`src/rtl/multicycle_controller.sv`:
```
// Control FSM for a shared-memory multi-cycle MIPS datapath.
// One control word per state, ready handshake on memory states, retired-instruction counter.
module multicycle_controller #(
  parameter int COUNT_WIDTH = 32
) (
  input  logic                   clk,
  input  logic                   rst,
  input  logic [5:0]             opcode,
  input  logic                   zero,
  input  logic                   mem_ready,
  output logic [3:0]             state,
  output logic                   pc_write,
  output logic                   pc_write_cond,
  output logic                   pc_en,
  output logic                   i_or_d,
  output logic                   mem_read,
  output logic                   mem_write,
  output logic                   ir_write,
  output logic                   mem_to_reg,
  output logic                   reg_dst,
  output logic                   reg_write,
  output logic                   alu_src_a,
  output logic [1:0]             alu_src_b,
  output logic [1:0]             alu_op,
  output logic [1:0]             pc_source,
  output logic                   illegal,
  output logic [COUNT_WIDTH-1:0] instr_count
);

  // state    | meaning
  // FETCH    | read instruction at PC, PC += 4 when memory completes
  // DECODE   | read registers, precompute branch target
  // MEM_ADDR | compute lw/sw effective address
  // MEM_RD   | data read, wait for mem_ready
  // MEM_WB   | write MDR to rt, retire
  // MEM_WR   | data write, wait for mem_ready, retire
  // EXEC     | R-type ALU operation
  // R_WB     | write ALUOut to rd, retire
  // BRANCH   | beq compare and conditional PC write, retire
  // JUMP     | PC <= jump target, retire
  // ADDI_EX  | rs + sext imm
  // ADDI_WB  | write ALUOut to rt, retire
  typedef enum logic [3:0] {
    S_FETCH    = 4'd0,
    S_DECODE   = 4'd1,
    S_MEM_ADDR = 4'd2,
    S_MEM_RD   = 4'd3,
    S_MEM_WB   = 4'd4,
    S_MEM_WR   = 4'd5,
    S_EXEC     = 4'd6,
    S_R_WB     = 4'd7,
    S_BRANCH   = 4'd8,
    S_JUMP     = 4'd9,
    S_ADDI_EX  = 4'd10,
    S_ADDI_WB  = 4'd11
  } state_t;

  localparam logic [5:0] OP_RTYPE = 6'b000000;
  localparam logic [5:0] OP_LW    = 6'b100011;
  localparam logic [5:0] OP_SW    = 6'b101011;
  localparam logic [5:0] OP_BEQ   = 6'b000100;
  localparam logic [5:0] OP_J     = 6'b000010;
  localparam logic [5:0] OP_ADDI  = 6'b001000;

  state_t                 state_q;
  logic [COUNT_WIDTH-1:0] cnt_q, cnt_d;
  logic                   retire;

  always_comb begin
    retire = 1'b0;
    case (state_q)
      S_MEM_WR:                                      retire = mem_ready;
      S_MEM_WB, S_R_WB, S_BRANCH, S_JUMP, S_ADDI_WB: retire = 1'b1;
      default:                                       retire = 1'b0;
    endcase
    cnt_d = retire ? cnt_q + COUNT_WIDTH'(1) : cnt_q;
  end

  always_ff @(posedge clk) begin
    if (!rst) begin
      state_q <= S_FETCH;
      cnt_q   <= '0;
    end else begin
      cnt_q <= cnt_d;
      case (state_q)
        S_FETCH:    if (mem_ready) state_q <= S_DECODE;
        S_DECODE: begin
          case (opcode)
            OP_RTYPE:     state_q <= S_EXEC;
            OP_LW, OP_SW: state_q <= S_MEM_ADDR;
            OP_BEQ:       state_q <= S_BRANCH;
            OP_J:         state_q <= S_JUMP;
            OP_ADDI:      state_q <= S_ADDI_EX;
            default:      state_q <= S_FETCH;
          endcase
        end
        S_MEM_ADDR: state_q <= (opcode == OP_SW) ? S_MEM_WR : S_MEM_RD;
        S_MEM_RD:   if (mem_ready) state_q <= S_MEM_WB;
        S_MEM_WR:   if (mem_ready) state_q <= S_FETCH;
        S_EXEC:     state_q <= S_R_WB;
        S_ADDI_EX:  state_q <= S_ADDI_WB;
        default:    state_q <= S_FETCH;
      endcase
    end
  end

  logic pcw_c, irw_c, mr_c, mw_c, rw_c, ill_c;

  always_comb begin
    pcw_c = 1'b0; irw_c = 1'b0; mr_c = 1'b0; mw_c = 1'b0; rw_c = 1'b0; ill_c = 1'b0;
    pc_write_cond = 1'b0; i_or_d = 1'b0; mem_to_reg = 1'b0; reg_dst = 1'b0;
    alu_src_a = 1'b0; alu_src_b = 2'b00; alu_op = 2'b00; pc_source = 2'b00;
    case (state_q)
      S_FETCH: begin
        mr_c = 1'b1; alu_src_b = 2'b01;
        irw_c = mem_ready; pcw_c = mem_ready;
      end
      S_DECODE: begin
        alu_src_b = 2'b11;
        ill_c = !(opcode inside {OP_RTYPE, OP_LW, OP_SW, OP_BEQ, OP_J, OP_ADDI});
      end
      S_MEM_ADDR: begin alu_src_a = 1'b1; alu_src_b = 2'b10; end
      S_MEM_RD:   begin mr_c = 1'b1; i_or_d = 1'b1; end
      S_MEM_WB:   begin rw_c = 1'b1; mem_to_reg = 1'b1; end
      S_MEM_WR:   begin mw_c = 1'b1; i_or_d = 1'b1; end
      S_EXEC:     begin alu_src_a = 1'b1; alu_op = 2'b10; end
      S_R_WB:     begin rw_c = 1'b1; reg_dst = 1'b1; end
      S_BRANCH: begin
        alu_src_a = 1'b1; alu_op = 2'b01;
        pc_write_cond = 1'b1; pc_source = 2'b01;
      end
      S_JUMP:     begin pcw_c = 1'b1; pc_source = 2'b10; end
      S_ADDI_EX:  begin alu_src_a = 1'b1; alu_src_b = 2'b10; end
      S_ADDI_WB:  rw_c = 1'b1;
      default: ;
    endcase
  end

  // Enables are gated combinationally so nothing fires during reset, even mid-instruction.
  assign pc_write    = rst & pcw_c;
  assign pc_en       = rst & (pcw_c | (pc_write_cond & zero));
  assign ir_write    = rst & irw_c;
  assign mem_read    = rst & mr_c;
  assign mem_write   = rst & mw_c;
  assign reg_write   = rst & rw_c;
  assign illegal     = rst & ill_c;
  assign state       = state_q;
  assign instr_count = cnt_q;

endmodule

```
`config.mk`:
```
export PLATFORM = sky130hd
export DESIGN_NAME = multicycle_controller
export DESIGN_NICKNAME = d
export VERILOG_FILES = /design/src/rtl/multicycle_controller.sv
export SDC_FILE = /design/constraint.sdc
export NUM_CORES = 1
export LEC_CHECK = 0
export CAP_MARGIN = 20
export CORE_UTILIZATION = 40
export CTS_BUF_LIST = sky130_fd_sc_hd__clkbuf_4
export CTS_CLUSTER_SIZE = 14
export DETAILED_ROUTE_END_ITERATION = 10
export GPL_ROUTABILITY_DRIVEN = 0
export PLACE_DENSITY = 0.66
export SKIP_CTS_REPAIR_TIMING = 1
export SYNTH_ARGS = -nofsm -noshare
export SYNTH_HDL_FRONTEND = slang
export SYNTH_SLANG_ARGS = --single-unit
```
`constraint.sdc`:
```
create_clock -name clk -period 3.25 [get_ports clk]
set_input_delay 0.8125 -clock clk [delete_from_list [all_inputs] [get_ports clk]]
set_output_delay 0.8125 -clock clk [all_outputs]
set_load 0.02 [all_outputs]
```
==> flow_summary.ini <==
[critical_path]
worstPathArrival_ns = 2.27
cp-end-kind = output pin
rrSetupSlack_ns = 0.79
critical_path.max_stage_delay_ns = 0.73
startpoint_type = register
reg2reg_depth = 7
crit_required_ns = 2.44
timing.rr.start = state[1]
worst-path-max-fanout = 16
cp_num_buf_inv = 1
crit_type = register to output pin
crit_family = flip-flops
cp_cell_sequence = nor2b_4, o32a_1, nor2_1, clkdlybuf4s50_1
critical-path-slowest-cell = dfxtp_1
r2r_end = instr_count[23]

[timing]
setup_viol = 0
finalMaxSlewViolations = 0
tightest_slew_ns = 0.681
finalCritPeriodShare_pct = 94.8
fmax_mhz = 325
timing.final.hold_violations = 0
timing.setup.tns_ns = 0
finClkSkew_ns = 0.0170
grt_setup_unrepaired = no
maxSlewHeadroom_pct = 54.2
worst_hold_slack_ns = 0.488
layout_min_cycle_time_ns = 3.08

[clock_tree]
clock_tree.buffer_depth = 2
numCtsBuffers = 5
cts_tree = built
clock_latency_ns = 0.34
cts.sink_count = 36
cts_root_buf = clkbuf_4
clkTransAtPathRegs_ns = 0.13
htree_levels = 2

[final_layout]
seq_area_um2 = 722
drive_gt1_share_pct = 9.60
antenna_cells = 0
area_growth_pct = 41.3
final_common_cell = clkdlybuf4s50_1
stdcell_count = 424
fillerInstances = 495
final_cell_mix = clkdlybuf4s50_1, dfxtp_1, nor2_1, nand2_1, a21oi_1
multi_input_area_um2 = 1290
fin_nets = 364

[floorplan]
initial_core_util_pct = 41.8
die_h_um = 75.1
die_w_um = 75.1
placementRows = 26
io_pins = 64
dieArea_um2 = 5630
core_area_um2 = 5110

[yosys]
yosysSeqAreaShare_pct = 33.8
synth_edf_count = 0
mappedNetlistArea_um2 = 2130
syn_nets = 294
ys_async_sr_fraction_pct = 0
synth_flop_cell = dfxtp_1
ys_warn_count = 0
syn_avg_cell_area_um2 = 7.54
syn_inst = 283
ys_types = 40
synth_seq_cells = 36

[placed_design]
place_hpwl_um = 4210
place_inst = 416
io_buffers = 63

[pwr]
p_clk_share_pct = 37.7
ir_worst_vdd_uv = 151
p_per_area_nw_per_um2 = 290
p_leak_uw = 0.00102
switching_share_pct = 25.4
seqPwrFrac_pct = 51.5
power_switching_uw = 222
p_int_uw = 654
comb_power_share_pct = 10.8

[detailed_routing]
ant_nets = 0
avgRoutedWirePerCell_um = 13.7
drt_iter0_drc = 116
viasPerCell = 5.56
vias = 2356
route.detailed.drc = 0
drt_pre_antenna_iters = 4
wl_um = 5800

[global_routing]
grt_pass1_wl_um = 9470
antenna_found_initial = 0
overflow = 0
grt_start_max_net_pins = 21
grt_pass1_vias = 2003
track_usage_pct = 21.8

[flow_run]
cap_violations = 0

[hold_path]
holdPathStages = 2
min_from = instr_count[31]
hold_path_end = instr_count[31]
holdCritPathClass = register to register

[status]
outcome = finished, final reports clean
stage by stage:
stage | instance area (µm²) | total power (µW) | util (%) | worst slack, ns
floorplan | 2130 | 505 | - | 0.537
global placement | 2910 | 555 | 56.9 | -0.104
detailed placement | 2910 | 554 | 56.9 | -0.0994
CTS | 2990 | 884 | 58.6 | -0.102
global route | 3020 | 918 | 59.1 | 0.0435
finish | 3020 | 876 | 59.1 | 0.169
metal layers:
layer  vias to the layer above  share of wire [%]  global-route usage (%)
li1                       1177                  -                       -
met1                      1101                 47                    28.8
met2                        74                 48                    36.0
met3                         4                4.8                    4.55
met4                         0               0.81                    5.87
met5                         -                  0                       0
flip-flops by register name (all words and copies together) (netlist names):
signal and flops:
state 4, instr_count 32
Yosys cell counts, drive strengths merged (2+ instances only):
cell    instances  share of area (%)
inv            11                1.9
and2            2               0.59
nand4          13                4.5
a21oi          26                6.1
nor4            4                1.2
buf             6                2.2
dfxtp          36                 34
and3            3               0.88
clkbuf         12                2.1
or4            15                5.3
nand2          27                4.7
o211ai          2               0.70
o31ai          17                6.0
o21ai          11                2.6
xnor2           5                2.1
nor3           14                3.3
nor2b           2               0.94
xor2            9                3.7
nor2           27                4.7
nand2b          5                1.5
or3             4                1.2
nand3          18                4.2
worst min-delay path, cell delays in order, from the launching register on:
cell and delay (ns):
dfxtp_1 0.34, o31ai_1 0.06, a21oi_1 0.05
worst max path at each step:
stage / start / to / slack (ns) / cells past startpoint
2_1_floorplan: rst / pc_en / 0.54 / 4
3_3_place_gp: mem_ready / pc_en / -0.10 / 7
3_5_place_dp: rst / illegal / -0.1 / 6
4_1_cts: rst / illegal / -0.10 / 6
5_1_grt: state[1] / reg_write / 0.04 / 4
6_report: state[1] / reg_write / 0.17 / 4
power by group through the flow:
stage                     clock network (µW)  registers (µW)  logic [µW]
final                                    330             451        94.8
after global routing                     364             452         102
after CTS                                340             450        94.2
after detailed placement                   0             460        93.8
after global placement                     0             460        94.1
after floorplan                            0             456        49.1
logic make-up after synthesis:
family	Yosys count	share of synthesized area [%]
compound gates	64	18.8
simple gates	138	34.4
xor+xnor	14	5.74
flops	36	33.8
buf+inv	29	6.27
fa+ha+maj	2	1.06
final cells by class:
cell class                      count  share of cell area [%]
Tap cell                           70                    2.90
Clock inverter                      3                    1.53
Clock buffer                        5                    1.24
Inverter                           11                    1.37
Timing Repair Buffer               81                    26.2
Multi-Input combinational cell    218                    42.8
Sequential cell                    36                    23.9
(Power assumes the default switching activity.)
